===== config.mk =====
export PLATFORM = sky130hd
export DESIGN_NAME = execute_stage
export DESIGN_NICKNAME = d
export VERILOG_FILES = /design/src/rtl/execute_stage.sv
export SDC_FILE = /design/constraint.sdc
export NUM_CORES = 1
export LEC_CHECK = 0
export ABC_AREA = 1
export CORE_UTILIZATION = 28
export DETAILED_ROUTE_END_ITERATION = 10
export PLACE_DENSITY = 0.57
export SYNTH_ARGS = -nofsm -noshare
export SYNTH_HDL_FRONTEND = slang
export SYNTH_SLANG_ARGS = --single-unit

===== constraint.sdc =====
create_clock -name clk -period 3.8 [get_ports clk]
set_clock_uncertainty 0.2 [all_clocks]
set_input_delay 1.14 -clock clk [delete_from_list [all_inputs] [get_ports clk]]
set_output_delay 1.14 -clock clk [all_outputs]
set_load 0.05 [all_outputs]

===== src/rtl/execute_stage.sv =====
// EX stage of the 5-stage MIPS pipeline: ALU control decode, ALU, branch target,
// destination-register select, and the EX/MEM pipeline latch with stall/flush.
module execute_stage #(
    parameter int DW = 32,
    parameter int RW = 5
) (
    input  logic          clk,
    input  logic          rst,
    input  logic          stall,
    input  logic          flush,
    input  logic [1:0]    id_ex_wb,
    input  logic [2:0]    id_ex_mem,
    input  logic [3:0]    id_ex_execute,
    input  logic [DW-1:0] id_ex_npc,
    input  logic [DW-1:0] id_ex_readdat1,
    input  logic [DW-1:0] id_ex_readdat2,
    input  logic [DW-1:0] id_ex_sign_ext,
    input  logic [RW-1:0] id_ex_instr_bits_20_16,
    input  logic [RW-1:0] id_ex_instr_bits_15_11,
    output logic [1:0]    ex_mem_wb,
    output logic [2:0]    ex_mem_mem,
    output logic [DW-1:0] ex_mem_btgt,
    output logic          ex_mem_zero,
    output logic [DW-1:0] ex_mem_alu_result,
    output logic [DW-1:0] ex_mem_readdat2,
    output logic [RW-1:0] ex_mem_write_reg
);

    typedef enum logic [2:0] {
        ALU_ADD,
        ALU_SUB,
        ALU_AND,
        ALU_OR,
        ALU_SLT,
        ALU_ZERO
    } alu_op_e;

    localparam logic [5:0] FN_ADD = 6'b100000;
    localparam logic [5:0] FN_SUB = 6'b100010;
    localparam logic [5:0] FN_AND = 6'b100100;
    localparam logic [5:0] FN_OR  = 6'b100101;
    localparam logic [5:0] FN_SLT = 6'b101010;

    logic          reg_dst;
    logic [1:0]    alu_ctl;
    logic          alu_src;
    logic [5:0]    funct;
    logic [DW-1:0] op_a;
    logic [DW-1:0] op_b;
    alu_op_e       alu_op;
    logic [DW-1:0] alu_result;
    logic [DW-1:0] btgt;
    logic [RW-1:0] write_reg;

    assign reg_dst = id_ex_execute[3];
    assign alu_ctl = id_ex_execute[2:1];
    assign alu_src = id_ex_execute[0];
    assign funct   = id_ex_sign_ext[5:0];

    assign op_a = id_ex_readdat1;
    assign op_b = alu_src ? id_ex_sign_ext : id_ex_readdat2;

    always_comb begin
        // NOTE: default first so every path assigns alu_op and no latch is inferred.
        alu_op = ALU_ZERO;
        case (alu_ctl)
            2'b00: alu_op = ALU_ADD;
            2'b01: alu_op = ALU_SUB;
            2'b10: begin
                case (funct)
                    FN_ADD:  alu_op = ALU_ADD;
                    FN_SUB:  alu_op = ALU_SUB;
                    FN_AND:  alu_op = ALU_AND;
                    FN_OR:   alu_op = ALU_OR;
                    FN_SLT:  alu_op = ALU_SLT;
                    default: alu_op = ALU_ZERO;
                endcase
            end
            default: alu_op = ALU_ZERO;
        endcase
    end

    always_comb begin
        alu_result = '0;
        case (alu_op)
            ALU_ADD: alu_result = op_a + op_b;
            ALU_SUB: alu_result = op_a - op_b;
            ALU_AND: alu_result = op_a & op_b;
            ALU_OR:  alu_result = op_a | op_b;
            ALU_SLT: alu_result = {{(DW-1){1'b0}}, ($signed(op_a) < $signed(op_b))};
            default: alu_result = '0;
        endcase
    end

    // Word-aligned branch offset relative to PC+4.
    assign btgt      = id_ex_npc + (id_ex_sign_ext << 2);
    assign write_reg = reg_dst ? id_ex_instr_bits_15_11 : id_ex_instr_bits_20_16;

    // Flush beats stall so a bubble is always written when the hazard unit asks for one.
    always_ff @(posedge clk) begin
        // NOTE: non-blocking assignments keep every latch field sampled on the same edge.
        if (rst) begin
            ex_mem_wb         <= '0;
            ex_mem_mem        <= '0;
            ex_mem_btgt       <= '0;
            ex_mem_zero       <= 1'b0;
            ex_mem_alu_result <= '0;
            ex_mem_readdat2   <= '0;
            ex_mem_write_reg  <= '0;
        end else if (flush || !stall) begin
            ex_mem_wb         <= flush ? 2'b00 : id_ex_wb;
            ex_mem_mem        <= flush ? 3'b000 : id_ex_mem;
            ex_mem_btgt       <= btgt;
            ex_mem_zero       <= (alu_result == '0);
            ex_mem_alu_result <= alu_result;
            ex_mem_readdat2   <= id_ex_readdat2;
            ex_mem_write_reg  <= write_reg;
        end
    end

endmodule


After elaboration in Yosys (flattened, before gate mapping)

Index checks and enable logic that the tools add are counted.

Register bits after elaboration: 107
Input bits: 151
Output and inout bits: 107
Word-level logic and storage cells: 36

$add $sub $neg: 3
Magnitude comparators: 1
Equality and inequality tests: 11
Multiplexer cells: 7
Bitwise operators: 2
Reductions and logical operators: 5

Operator list:

| operator                                                               | count |
|---|---|
| 32-bit case mux with 5 select lines                                    | 1 |
| 32-bit adder                                                           | 2 |
| 32-bit bitwise AND                                                     | 1 |
| 32-bit logical NOT                                                     | 1 |
| 32-bit less-than comparator                                            | 1 |
| 32-bit 2-to-1 mux                                                      | 1 |
| 32-bit OR                                                              | 1 |
| 32-bit subtractor                                                      | 1 |
| 6-bit equality test (second input constant)                            | 5 |
| 3-bit case mux with 5 select lines                                     | 1 |
| 3-bit case mux with 3 select lines                                     | 1 |
| 3-bit by 2-bit equality test with 1-bit output (second input constant) | 2 |
| 5-bit 2-to-1 mux                                                       | 1 |
| 3-bit by 1-bit equality test with 1-bit output (second input constant) | 1 |
| 3-bit equality test (second input constant)                            | 1 |
| 3-bit logical NOT                                                      | 1 |
| 3-bit 2-to-1 mux                                                       | 1 |
| 2-bit by 1-bit equality test with 1-bit output (second input constant) | 1 |
| 2-bit equality test (second input constant)                            | 1 |
| 2-bit logical NOT                                                      | 1 |
| 2-bit 2-to-1 mux                                                       | 1 |
| 1-bit logical NOT                                                      | 1 |
| 1-bit logical OR                                                       | 1 |

Depth between registers and ports, before layout

Gate-level depths: netlist (run 1).

Word-level depth: 6
Depth in mapped cells: 25
Mapped depth without buffers: 24

Worst setup path after synthesis (run 1)

Ideal clock, no wire load.

Kind: input-to-reg
From: in id_ex_execute[0]
To: reg ex_mem_zero
Setup time: 0.066 ns
Data arrival time: 3.845 ns
Setup slack: -0.311 ns
Cell stages on the path: 22
Buffers on the path: 2
Cell sequence: clkbuf_1 -> clkbuf_1 -> nand2_1 -> o21ai_0 -> inv_1 -> ha_1 -> fa_1 -> nand3_1 -> nand3_1 -> nand2_1 -> nand2_1 -> nand2_1 -> nand2_1 -> nand2_1 -> nand2_1 -> o21ai_2 -> a21oi_1 -> nor2_1 -> nand3_1 -> nor2_1 -> nand3_1 -> a21oi_2

Word-level cells in the longest chain between the ends: 4
Elaborated cells on any way between the ends: 8

RTL lines:

| element                                         | line | source |
|---|---|---|
| start, declared                                 | 13   | `input logic [3:0] id_ex_execute,` |
| 32-bit 2-to-1 mux (*)                           | 61   | `assign op_b = alu_src ? id_ex_sign_ext : id_ex_readdat2;` |
| 32-bit subtractor, or another cell as far along | 87   | `ALU_SUB: alu_result = op_a - op_b;` |
| 32-bit case mux with 5 select lines (*)         | 85   | `case (alu_op)` |
| 32-bit logical NOT (*)                          | 114  | `ex_mem_zero <= (alu_result == '0);` |
| end signal, assigned                            | 114  |  |
| end, declared                                   | 23   | `output logic ex_mem_zero,` |

Every way passes the cells marked *; elsewhere a longest branch is shown, timed or not.
A chain may end at the register's enable or synchronous reset.

Worst setup path after layout (run 1)

Ends and elaborated chain as after synthesis.

==> results of run 1 <==
## worst max-delay path, delay by kind of cell
kind                     cells  cell delay [ps]
AND/OR/NAND/NOR             11             1040
buffers and inverters        7              810
adder cells (fa/ha/maj)      2              500
AO/OA/AOI/OAI                3              300
XOR/XNOR                     1              120
## cells in the mapped netlist, types with 3 or more instances
cell type / instances
inv_1: 387
o21ai_1: 6
nand4_1: 17
or2_2: 9
fa_1: 3
o21a_1: 4
buf_6: 4
buf_4: 4
nand2_1: 543
nand3_2: 4
nand3_1: 132
a31oi_1: 16
o211ai_1: 15
and2_1: 5
dfxtp_1: 107
nor3_1: 20
xor2_1: 26
o21bai_1: 34
a21oi_1: 122
ha_1: 140
a21o_1: 6
clkbuf_1: 37
nor2_2: 3
xnor2_1: 9
nor2_1: 287
buf_1: 3
inv_2: 3
o21ai_0: 156
buf_2: 19
## power breakdown
part / switching (uW) / internal (uW) / total [uW]
logic: 2130 / 1670 / 3810
clock network: 466 / 506 / 972
registers: 56.1 / 1230 / 1280
total: 2650 / 3410 / 6060
## final cells by class
cell class / instances / area, um2 / area share (%)
Timing Repair Buffer: 794 / 6900 / 31.5
Tap cell: 585 / 732 / 3.34
Multi-Input combinational cell: 1579 / 10400 / 47.4
Clock buffer: 10 / 229 / 1.04
Clock inverter: 5 / 55.1 / 0.251
Sequential cell: 107 / 2140 / 9.77
Inverter: 390 / 1480 / 6.74
Antenna cell: 2 / 5.00 / 0.0228
## through the flow
step	setup WS (ps)	TNS, ps	instances	power [uW]	area [um2]
3_5_place_dp	-1250	-22370	3396	4470	19000
4_1_cts	0.0266	0	3448	5830	20900
2_1_floorplan	7.86	0	2143	2890	12300
3_3_place_gp	-1200	-20180	3396	4460	19000
5_1_grt	-154	-474	3471	6420	21900
6_report	-9.46	-9.46	3472	6060	21900
## cell families (layout without fill, tap and decap cells)
kind of cell	count (synthesis)	after routing	synth area share [%]
AND/OR/NAND/NOR	1027	1027	33.9
buffers and inverters	457	1199	14.5
AO/OA/AOI/OAI	374	374	17.1
adder cells (fa/ha/maj)	143	143	14.7
flip-flops	107	107	17.4
XOR/XNOR	35	35	2.49
other	0	2	0
## worst paths after layout
check,startpoint,endpoint,slack (ps),cells after the start
setup reg to reg,ex_mem_btgt[26]$_SDFFE_PP0P_,ex_mem_btgt[26]$_SDFFE_PP0P_,2780,3
hold / removal,ex_mem_readdat2[27]$_SDFFE_PP0P_,ex_mem_readdat2[27]$_SDFFE_PP0P_,290,2
setup / recovery,id_ex_execute[0],ex_mem_zero$_SDFFE_PP0P_,-9,24
hold reg to reg,ex_mem_readdat2[27]$_SDFFE_PP0P_,ex_mem_readdat2[27]$_SDFFE_PP0P_,290,2
## what timing repair did
item	in CTS	in global routing
resized for setup	378	247
endpoints found under the setup margin	27	19
cloned	2	0
setup buffers	36	22
pin swaps	117	129
## metal layers
layer | routed length, um | share of wire [%] | up-vias | global-route usage [%]
li1 | - | - | 8196 | -
met1 | 25300 | 43 | 7764 | 32.8
met2 | 28000 | 47 | 484 | 44.7
met3 | 4020 | 6.8 | 86 | 4.63
met4 | 1640 | 2.8 | 0 | 7.50
met5 | 0 | 0 | - | 0
==> key figures, run 1 <==
STA
  – Fin worst setup slack: -9.46 ps
  – Unrepaired setup endpoints after global routing: yes
  – Final hold vios: 0
  – Fmax: 263 MHz
  – Rel. slew slack: 59.0%
  – Setup violations, final: 1
  – Slew @ Worst Pin: 613 ps
  – Final Critical Period: 3810 ps
  – Max Slew Vio Count: 0
  – Fin crit share: 100%
  – Worst hold margin: 286 ps

Cells and area
  – Layout cells sized above 1: 34.1%
  – Final nets: 3175
  – Commonest cells after routing, fill and taps aside: buf_4 (504), nand2_1 (432), inv_1 (351)
  – Final core utilization: 50.7%
  – Filler cells: 4269
  – Top Registers: ex_mem_alu_result (32), ex_mem_btgt (32), ex_mem_readdat2 (32)
  – Commonest non-fill, non-tap cell in the layout: buf_4
  – Area grow syn2layout: 77.8%

Die
  – Io pins: 258
  – Die span in x: 212 um
  – Die Y-Extent: 212 um
  – Area of the die: 44900 um2
  – # rows: 76
  – Core area: 43300 um2
  – Starting Density: 28.5%

Critical path
  – Critical path class: input port to flip-flop
  – Slowest CP cell: fa_2
  – Crit path top cell by count: nand2_2
  – Worst path cell trace: buf_12 > buf_12 > buf_8 > nand2_4 > o21ai_4 > inv_2 > ha_4 > inv_2 > fa_2 > nand2_2 > nand2_2 > buf_4 > nand3_4 > nand2_4 > buf_4 > xnor2_1 > a21oi_1 > and2_4 > nand2_1 > nor2_2 > nand2_2 > nor2_2 > nand3_2 > a21oi_2
  – Worst path max stage delay: 370 ps
  – Worst setup EP type: flip-flop
  – Critical path arrival: 3920 ps
  – Worst EP required: 3910 ps
  – Crit path max fanout: 8
  – Crit start category: input port

CTS
  – CTS HTree Levels: 3
  – CTS tree: yes
  – Clk pin slew, worst setup/hold paths: 70 ps
  – CTS Buf Count: 9
  – Clock Tree Buf Depth: 2
  – Hold Buf Count CTS: 0
  – Clock sinks: 107
  – Worst-Skew Late Latency: 370 ps
  – CTS Root Cell: clkbuf_16

Power and ir drop
  – Worst VDD drop: 0.280 mV
  – Pwr/cell area: 277 nW/um2
  – LEAKAGE: 0.0115 uW

Synthesis
  – Synthesis-stage register bit count: 107
  – Synth warn: 0
  – Post-synth cell types: 46
  – Primary FF master, synth: dfxtp_1
  – Synth Area per Inst: 5.75 um2
  – Synth Instances: 2143
  – Largest cells by area after synthesis: dfxtp_1 (17%), nand2_1 (17%), ha_1 (14%), inv_1 (12%), nor2_1 (8.7%)
  – Async SR Flop Fraction: 0%
  – Post-synthesis sequential area ratio: 17.4%
  – Mapped cell area: 12300 um2
  – Post-synth EDFFs: 0
  – Synth top area share: 17.4%
  – Leading area contributor after synthesis: dfxtp_1
  – Syn_nets: 2437

GRT
  – Initial antenna violation count: 2
  – First-pass GRT wire length: 89.1 mm
  – Overflow after GRT: 0
  – Largest net degree at the start of global routing: 68
  – All-Layer GR Usage: 26.0%
  – Vias in the first global route: 16400

Detailed routing
  – Detailed Route Iter0 Violations: 969
  – DRC Markers: 0
  – Drt pass-1 iters: 7
  – Wirelength per Cell: 17.0 um
  – Total length of routed wires: 59.0 mm
  – Drt via density: 4.76
  – Antenna Nets Post-Route: 0
  – Via Count: 16500

Placed design
  – Dpl hpwl: 46.8 mm
  – # port buffers: 257
  – Final GP Congestion: 0.994

Status
  – Failing checks: setup timing
  – Run status: complete, but fails checks

Job
  – Max_cap viols: 0

Min path
  – Path category of the worst min-delay check: flip-flop to flip-flop
(Power assumes the default switching activity.)
==> run 2: changes to the inputs <==
--- a/config.mk
+++ b/config.mk
@@ -6,7 +6,9 @@
 export NUM_CORES = 1
 export LEC_CHECK = 0
 export ABC_AREA = 1
+export ABC_CLOCK_PERIOD_IN_PS = 3800
 export CORE_UTILIZATION = 28
+export CTS_CLUSTER_DIAMETER = 100
 export DETAILED_ROUTE_END_ITERATION = 10
 export PLACE_DENSITY = 0.57
 export SYNTH_ARGS = -nofsm -noshare
==> results of run 2 <==
Final layout, timing and power as in run 1 (identical DEF).
